[src/rtl/imem_loader.sv]
// Boot loader: packs a big-endian byte stream into 32-bit words, writes them to imem from word 0,
// then verifies a trailing XOR checksum before releasing the CPU pipeline.
module imem_loader #(
  parameter int ADDR_W = 8,
  parameter int DEPTH  = 256
) (
  input  logic              clk,
  input  logic              rst,
  input  logic              start,
  input  logic [ADDR_W:0]   load_words,
  input  logic              byte_valid,
  input  logic [7:0]        byte_data,
  output logic              byte_ready,
  output logic              imem_we,
  output logic [ADDR_W-1:0] imem_addr,
  output logic [31:0]       imem_wdata,
  output logic              cpu_hold,
  output logic              done,
  output logic              error
);

  typedef enum logic [1:0] {
    IDLE  = 2'd0,
    LOAD  = 2'd1,
    CHECK = 2'd2,
    DONE  = 2'd3
  } state_t;

  localparam logic [ADDR_W:0] DEPTH_W = (ADDR_W+1)'(DEPTH);
  localparam logic [ADDR_W:0] WONE    = (ADDR_W+1)'(1);

  state_t            state;
  logic [ADDR_W:0]   len;
  logic [ADDR_W:0]   widx;
  logic [1:0]        bcnt;
  logic [23:0]       shreg;
  logic [7:0]        xsum;
  logic              xfer;
  logic              len_ok;
  logic              sum_bad;

  assign byte_ready = (state == LOAD) || (state == CHECK);
  assign xfer       = byte_valid && byte_ready;
  assign len_ok     = (load_words != '0) && (load_words <= DEPTH_W);
  assign sum_bad    = (byte_data != xsum);

  always_ff @(posedge clk) begin
    if (rst) begin
      state      <= IDLE;
      len        <= '0;
      widx       <= '0;
      bcnt       <= '0;
      shreg      <= '0;
      xsum       <= '0;
      imem_we    <= 1'b0;
      imem_addr  <= '0;
      imem_wdata <= '0;
      cpu_hold   <= 1'b1;
      done       <= 1'b0;
      error      <= 1'b0;
    end else begin
      imem_we <= 1'b0;
      case (state)
        IDLE, DONE: begin
          if (start) begin
            cpu_hold <= 1'b1;
            if (len_ok) begin
              state <= LOAD;
              len   <= load_words;
              widx  <= '0;
              bcnt  <= '0;
              xsum  <= '0;
              done  <= 1'b0;
              error <= 1'b0;
            end else begin
              state <= DONE;
              done  <= 1'b1;
              error <= 1'b1;
            end
          end
        end
        LOAD: begin
          if (xfer) begin
            shreg <= {shreg[15:0], byte_data};
            xsum  <= xsum ^ byte_data;
            bcnt  <= bcnt + 2'd1;
            // Fourth byte completes a word: shreg already holds the first three, MSB first.
            if (bcnt == 2'd3) begin
              imem_we    <= 1'b1;
              imem_addr  <= widx[ADDR_W-1:0];
              imem_wdata <= {shreg, byte_data};
              widx       <= widx + WONE;
              if (widx + WONE == len) state <= CHECK;
            end
          end
        end
        CHECK: begin
          if (xfer) begin
            state    <= DONE;
            done     <= 1'b1;
            error    <= sum_bad;
            cpu_hold <= sum_bad;
          end
        end
        default: state <= IDLE;
      endcase
    end
  end

endmodule
[config.mk]
export PLATFORM = sky130hd
export DESIGN_NAME = imem_loader
export DESIGN_NICKNAME = d
export VERILOG_FILES = /design/src/rtl/imem_loader.sv
export SDC_FILE = /design/constraint.sdc
export NUM_CORES = 1
export LEC_CHECK = 0
export BUFFER_PORTS_ARGS = -buffer_cell sky130_fd_sc_hd__buf_2
export CORE_MARGIN = 1.5
export CORE_UTILIZATION = 60
export DETAILED_ROUTE_END_ITERATION = 6
export PLACE_DENSITY = 0.9
export SLEW_MARGIN = 20
export SYNTH_ARGS = -nofsm -noshare
export SYNTH_HDL_FRONTEND = slang
export SYNTH_SLANG_ARGS = --single-unit
[constraint.sdc]
create_clock -name clk -period 5.1 [get_ports clk]
set_input_delay 1.275 -clock clk [delete_from_list [all_inputs] [get_ports clk]]
set_output_delay 1.275 -clock clk [all_outputs]
set_load 0.02 [all_outputs]
* After elaboration in Yosys (flattened, before gate mapping) *
Index checks and enable logic that the tools add are counted.

cells by class
  reduce and logical (&&, ||, !) cells = 16
  equality and inequality tests = 12
  bitwise gates (word level) = 3
  magnitude comparators = 1
  $add $sub $neg = 2
  muxes and demuxes = 29

operator list
  operator                                                                  count
  9-bit two-way mux                                                         4
  8-bit two-way mux                                                         3
  2-bit two-way mux                                                         9
  9-bit one-hot mux with 2 select lines                                     1
  8-bit one-hot mux with 2 select lines                                     1
  5-bit AND reduction                                                       2
  9-bit by 1-bit adder with 9-bit output (second input constant)            1
  9-bit equality test                                                       1
  9-bit less-or-equal comparator (second input constant)                    1
  3-bit AND reduction                                                       3
  9-bit nonzero test                                                        1
  2-bit inequality test (second input constant)                             4
  8-bit inequality test                                                     1
  8-bit bitwise XOR                                                         1
  2-bit equality test (second input constant)                               3
  1-bit two-way mux                                                         6
  1-bit one-hot mux with 2 select lines                                     3
  2-bit one-hot mux with 3 select lines                                     1
  2-bit by 1-bit inequality test with 1-bit output (second input constant)  2
  2-bit one-hot mux with 2 select lines                                     1
  4-bit AND reduction                                                       1
  2-bit nonzero test                                                        2
  3-bit OR reduction                                                        1
  2-bit by 1-bit adder with 2-bit output (second input constant)            1
  other kinds (7)                                                           9

storage, ports and cells
  input bits = 21
  output and inout bits = 45
  register bits = 98

* Depth between registers and ports, before layout *
  depth in word-level cells = 6
  gate-level depth with buffers = 10
  mapped depth without buffers = 8

* Worst setup path after synthesis *
OpenSTA, ideal clock, no wires.

  path kind = input port to flip-flop
  start = in byte_data[4]
  end = reg cpu_hold
  setup slack = 1.948 ns
  cell stages on the path = 6
  library setup time = 0.120 ns
  data arrival time = 3.032 ns
  cells stage by stage = and2b_1 or4_1 or4_1 or4b_1 mux2i_1 nand2_1

on the way
  longest elaborated chain between the ends = 3

ends and longest elaborated chain
  item                                   line  text
  from (decl)                            12    input logic [7:0] byte_data,
  8-bit inequality test                  45    assign sum_bad = (byte_data != xsum);
  1-bit two-way mux                      98    if (xfer) begin
  1-bit one-hot mux with 2 select lines  63    case (state)
  to (signal assigned)                   102   cpu_hold <= sum_bad;
  to (decl)                              17    output logic cpu_hold,

Every way passes these cells. The select of a mux whose other input is x is not followed.
A chain may end at the register's enable or synchronous reset.

* Worst setup path after layout *
  start = in load_words[4]
  end = reg xsum[7]

on the way
  longest elaborated chain between the ends = 4
  elaborated cells between the ends (all ways) = 5

ends and longest elaborated chain
  item                                                                         line  text
  from (decl)                                                                  10    input logic [ADDR_W:0] load_words,
  9-bit less-or-equal comparator / 9-bit nonzero test (equally long branches)  44    assign len_ok = (load_words != '0) && (load_words <= DEPTH_W);
  1-bit logical AND *                                                          44
  2-bit inequality test (no line) *                                            --
  4-bit AND reduction (no line) *                                              --
  to (signal assigned)                                                         85    xsum <= xsum ^ byte_data;
  to (decl)                                                                    37    logic [7:0] xsum;

Every way passes the cells marked *; elsewhere a longest branch is shown, timed or not.

==> reports/results.ini <==
[global_route]
overflow = 0
track_usage_pct = 26.65
grt_pass1_vias = 3330
antenna_found_initial = 0
grt_max_degree = 73
grt_first_pass_wirelength_um = 15500

[layout]
drive_gt1_share_pct = 17.30
area_growth_syn_to_layout_pct = 13.58
multi_input_area_mm2 = 0.001941
nNetsFinal = 576
diodes = 0
final-seq-area_mm2 = 0.001962
postLayoutCoreUtil_pct = 71.60
n_fill_cell = 504

[logic_synthesis]
dominantRegCellSynth = dfxtp_1
synth-seq-cells = 98
synth_top_area_share_pct = 48.19
synth_area_per_cell_um2 = 8.143
ys_top_cells_by_count = 138 x nand2_1, 98 x dfxtp_1, 75 x a21oi_1, 29 x clkbuf_1, 17 x nor2b_1
syn_nets = 526
yosysWarnings = 0
syn_inst = 500
synth.most_common_cell = nand2_1
synth_edf_count = 0
netlist_area_mm2 = 0.004071
seq_area_frac_synth_pct = 48.19
yosysUniqueCellTypes = 39
yosysTopAreaCell = dfxtp_1
synthTopCellsByArea = dfxtp_1 48%, nand2_1 13%, a21oi_1 9.2%, xnor2_1 3.0%, mux2i_1 2.7%
async_reset_ff_share_pct = 0

[clock_tree]
numCtsBuffers = 9
ctsLongestPathBuffers = 2
tritoncts = built
cts_root_buf = clkbuf_8
cts_hold_repair.buffers = 0
clock_latency_ns = 0.35
clkSinkCount = 98
clk_pin_slew_ns = 0.09
post_cts_buffers = 0
htree_levels = 3
cts.repair.resized = 0

[hold_path]
hold_class = reg -> reg

[routing]
drtIter0Drc = 337
vias = 3628
ant_nets = 0
wl_per_cell_um = 14.69
firstDrtPassIters = 7
drt-total-wl_um = 9281
drc = 4
viasPerCell = 5.741

[run_status]
violations = design-rule violations
outcome = complete, but fails checks

[floorplanning]
ioPinCount = 66
placementRows = 29
dieArea_mm2 = 0.007289
initial_core_util_pct = 63.04
die_h_um = 85.38
fp.dieW_um = 85.38
fp.coreArea_mm2 = 0.006459

[sta]
hold_viol_final = 0
fmax_mhz = 294.7
fin_crit_ns = 3.394
report.final.slew_viol_count = 0
max_slew.worst_pin.slew_ns = 0.9934
period_share_pct = 66.54
tns_ns = 0
whs_ns = 0.4546
fin_skew_ns = 0.006259
worst_slack_ns = 1.706
rsz0062_at_grt = false
setup_violations = 0
slew_headroom_pct = 33.38

[worst_setup_path]
critPathMaxFanout = 14
end_kind = flip-flop
cp.arrival_ns = 3.70
critPathKind = in -> reg
cp.required_ns = 5.41
critPathLaunchType = primary input

[placed_design]
place_congestion = 0.9201
dp_hpwl_um = 6287
portBuffers = 65
dpl_worst_slack_ns = 1.373

[pwr]
peakVddDrop_mv = 0.3501
p_sw_mw = 0.5380
seqPwrFrac_pct = 48.5
fin_total_pwr_mw = 1.721
pwr-share-comb_pct = 21.1
leakage_nw = 1.845
power_density_mw_per_mm2 = 372.2
clockPowerShare_pct = 30.4
p_sw_share_pct = 31.26
internal_power_mw = 1.183

[flow_run]
max_cap_violations = 0

==> metal layers <==
layer / up-vias / track usage, % / routed length (um)
li1: 1777 / - / -
met1: 1695 / 35.78 / 4172
met2: 140 / 43.15 / 4356
met3: 16 / 5.837 / 600
met4: 0 / 8.358 / 152
met5: - / 0 / 0
==> power by group through the flow <==
stage	sequential, mW	clock, mW	combinational, mW
detailed placement	0.851	0	0.349
CTS	0.834	0.527	0.355
finish	0.835	0.523	0.363
floorplan	0.850	0	0.261
global placement	0.850	0	0.333
global route	0.841	0.563	0.392
==> layout make-up <==
type / count / area share [%]
well taps: 77 / 2.083
clock inverters: 6 / 1.569
inverters: 14 / 1.136
multi-input cells: 357 / 41.96
clock buffers: 10 / 2.976
flip-flops and latches: 98 / 42.42
repair buffers: 70 / 7.846
==> registers in the layout, indices dropped and copies added (netlist names) <==
name        count
state           2
cpu_hold        1
xsum            8
widx            9
bcnt            2
error           1
done            1
shreg          24
len             9
imem_wdata     32
imem_addr       8
imem_we         1
==> per-stage QoR <==
stage          cell area (um2)  instances
2_1_floorplan             4071        500
3_3_place_gp              4414        616
3_5_place_dp              4414        616
4_1_cts                   4624        632
5_1_grt                   4624        632
6_report                  4624        632
==> critical path, stage by stage <==
cell,delay (ns)
buf_2,0.10
nor4_1,0.37
a21boi_0,0.18
nand4b_1,0.20
buf_4,0.22
a211oi_1,0.85
o21ai_0,0.25
a21bo_2,0.25
==> cells by family (layout without fill, tap and decap cells) <==
kind of cell	Yosys count	in the layout	share of synthesized area, %
simple gates	207	207	22.37
buf+inv	45	100	4.149
compound gates	115	115	16.84
xor+xnor	17	17	3.657
mux	13	13	3.258
flops	98	98	48.19
fa+ha+maj	5	5	1.537
==> path summary, 6_finish.rpt <==
path	cells past startpoint	from	slack (ns)	endpoint
setup / recovery	8	load_words[4]	1.71	xsum[7]
hold / removal	2	imem_wdata[27]	0.45	imem_wdata[27]
setup reg to reg	6	state[1]	1.81	xsum[7]
hold reg to reg	2	imem_wdata[27]	0.45	imem_wdata[27]
==> cell usage in the layout (no fill, tap or decap), types with 2 or more instances in the layout <==
master and instances:
nand3_1 11, nor2b_1 17, o21ai_0 10, o32ai_1 7, xor2_1 3, clkbuf_8 10
nand2_1 138, nand4_1 4, mux2i_1 11, and2b_1 2, a21oi_1 75, inv_6 2
xnor2_1 14, or4_1 2, ha_1 5, nor3_1 2, a21boi_0 2, mux2_2 2
a22o_1 3, buf_4 5, nor4_1 2, a21bo_2 8, dfxtp_1 98, buf_2 65
or3_1 3, o31ai_1 3, a211oi_1 2, inv_1 14, nor2_1 15, nand2b_1 3
and3_1 3
No activity file was read; power rests on OpenSTA's default activity.
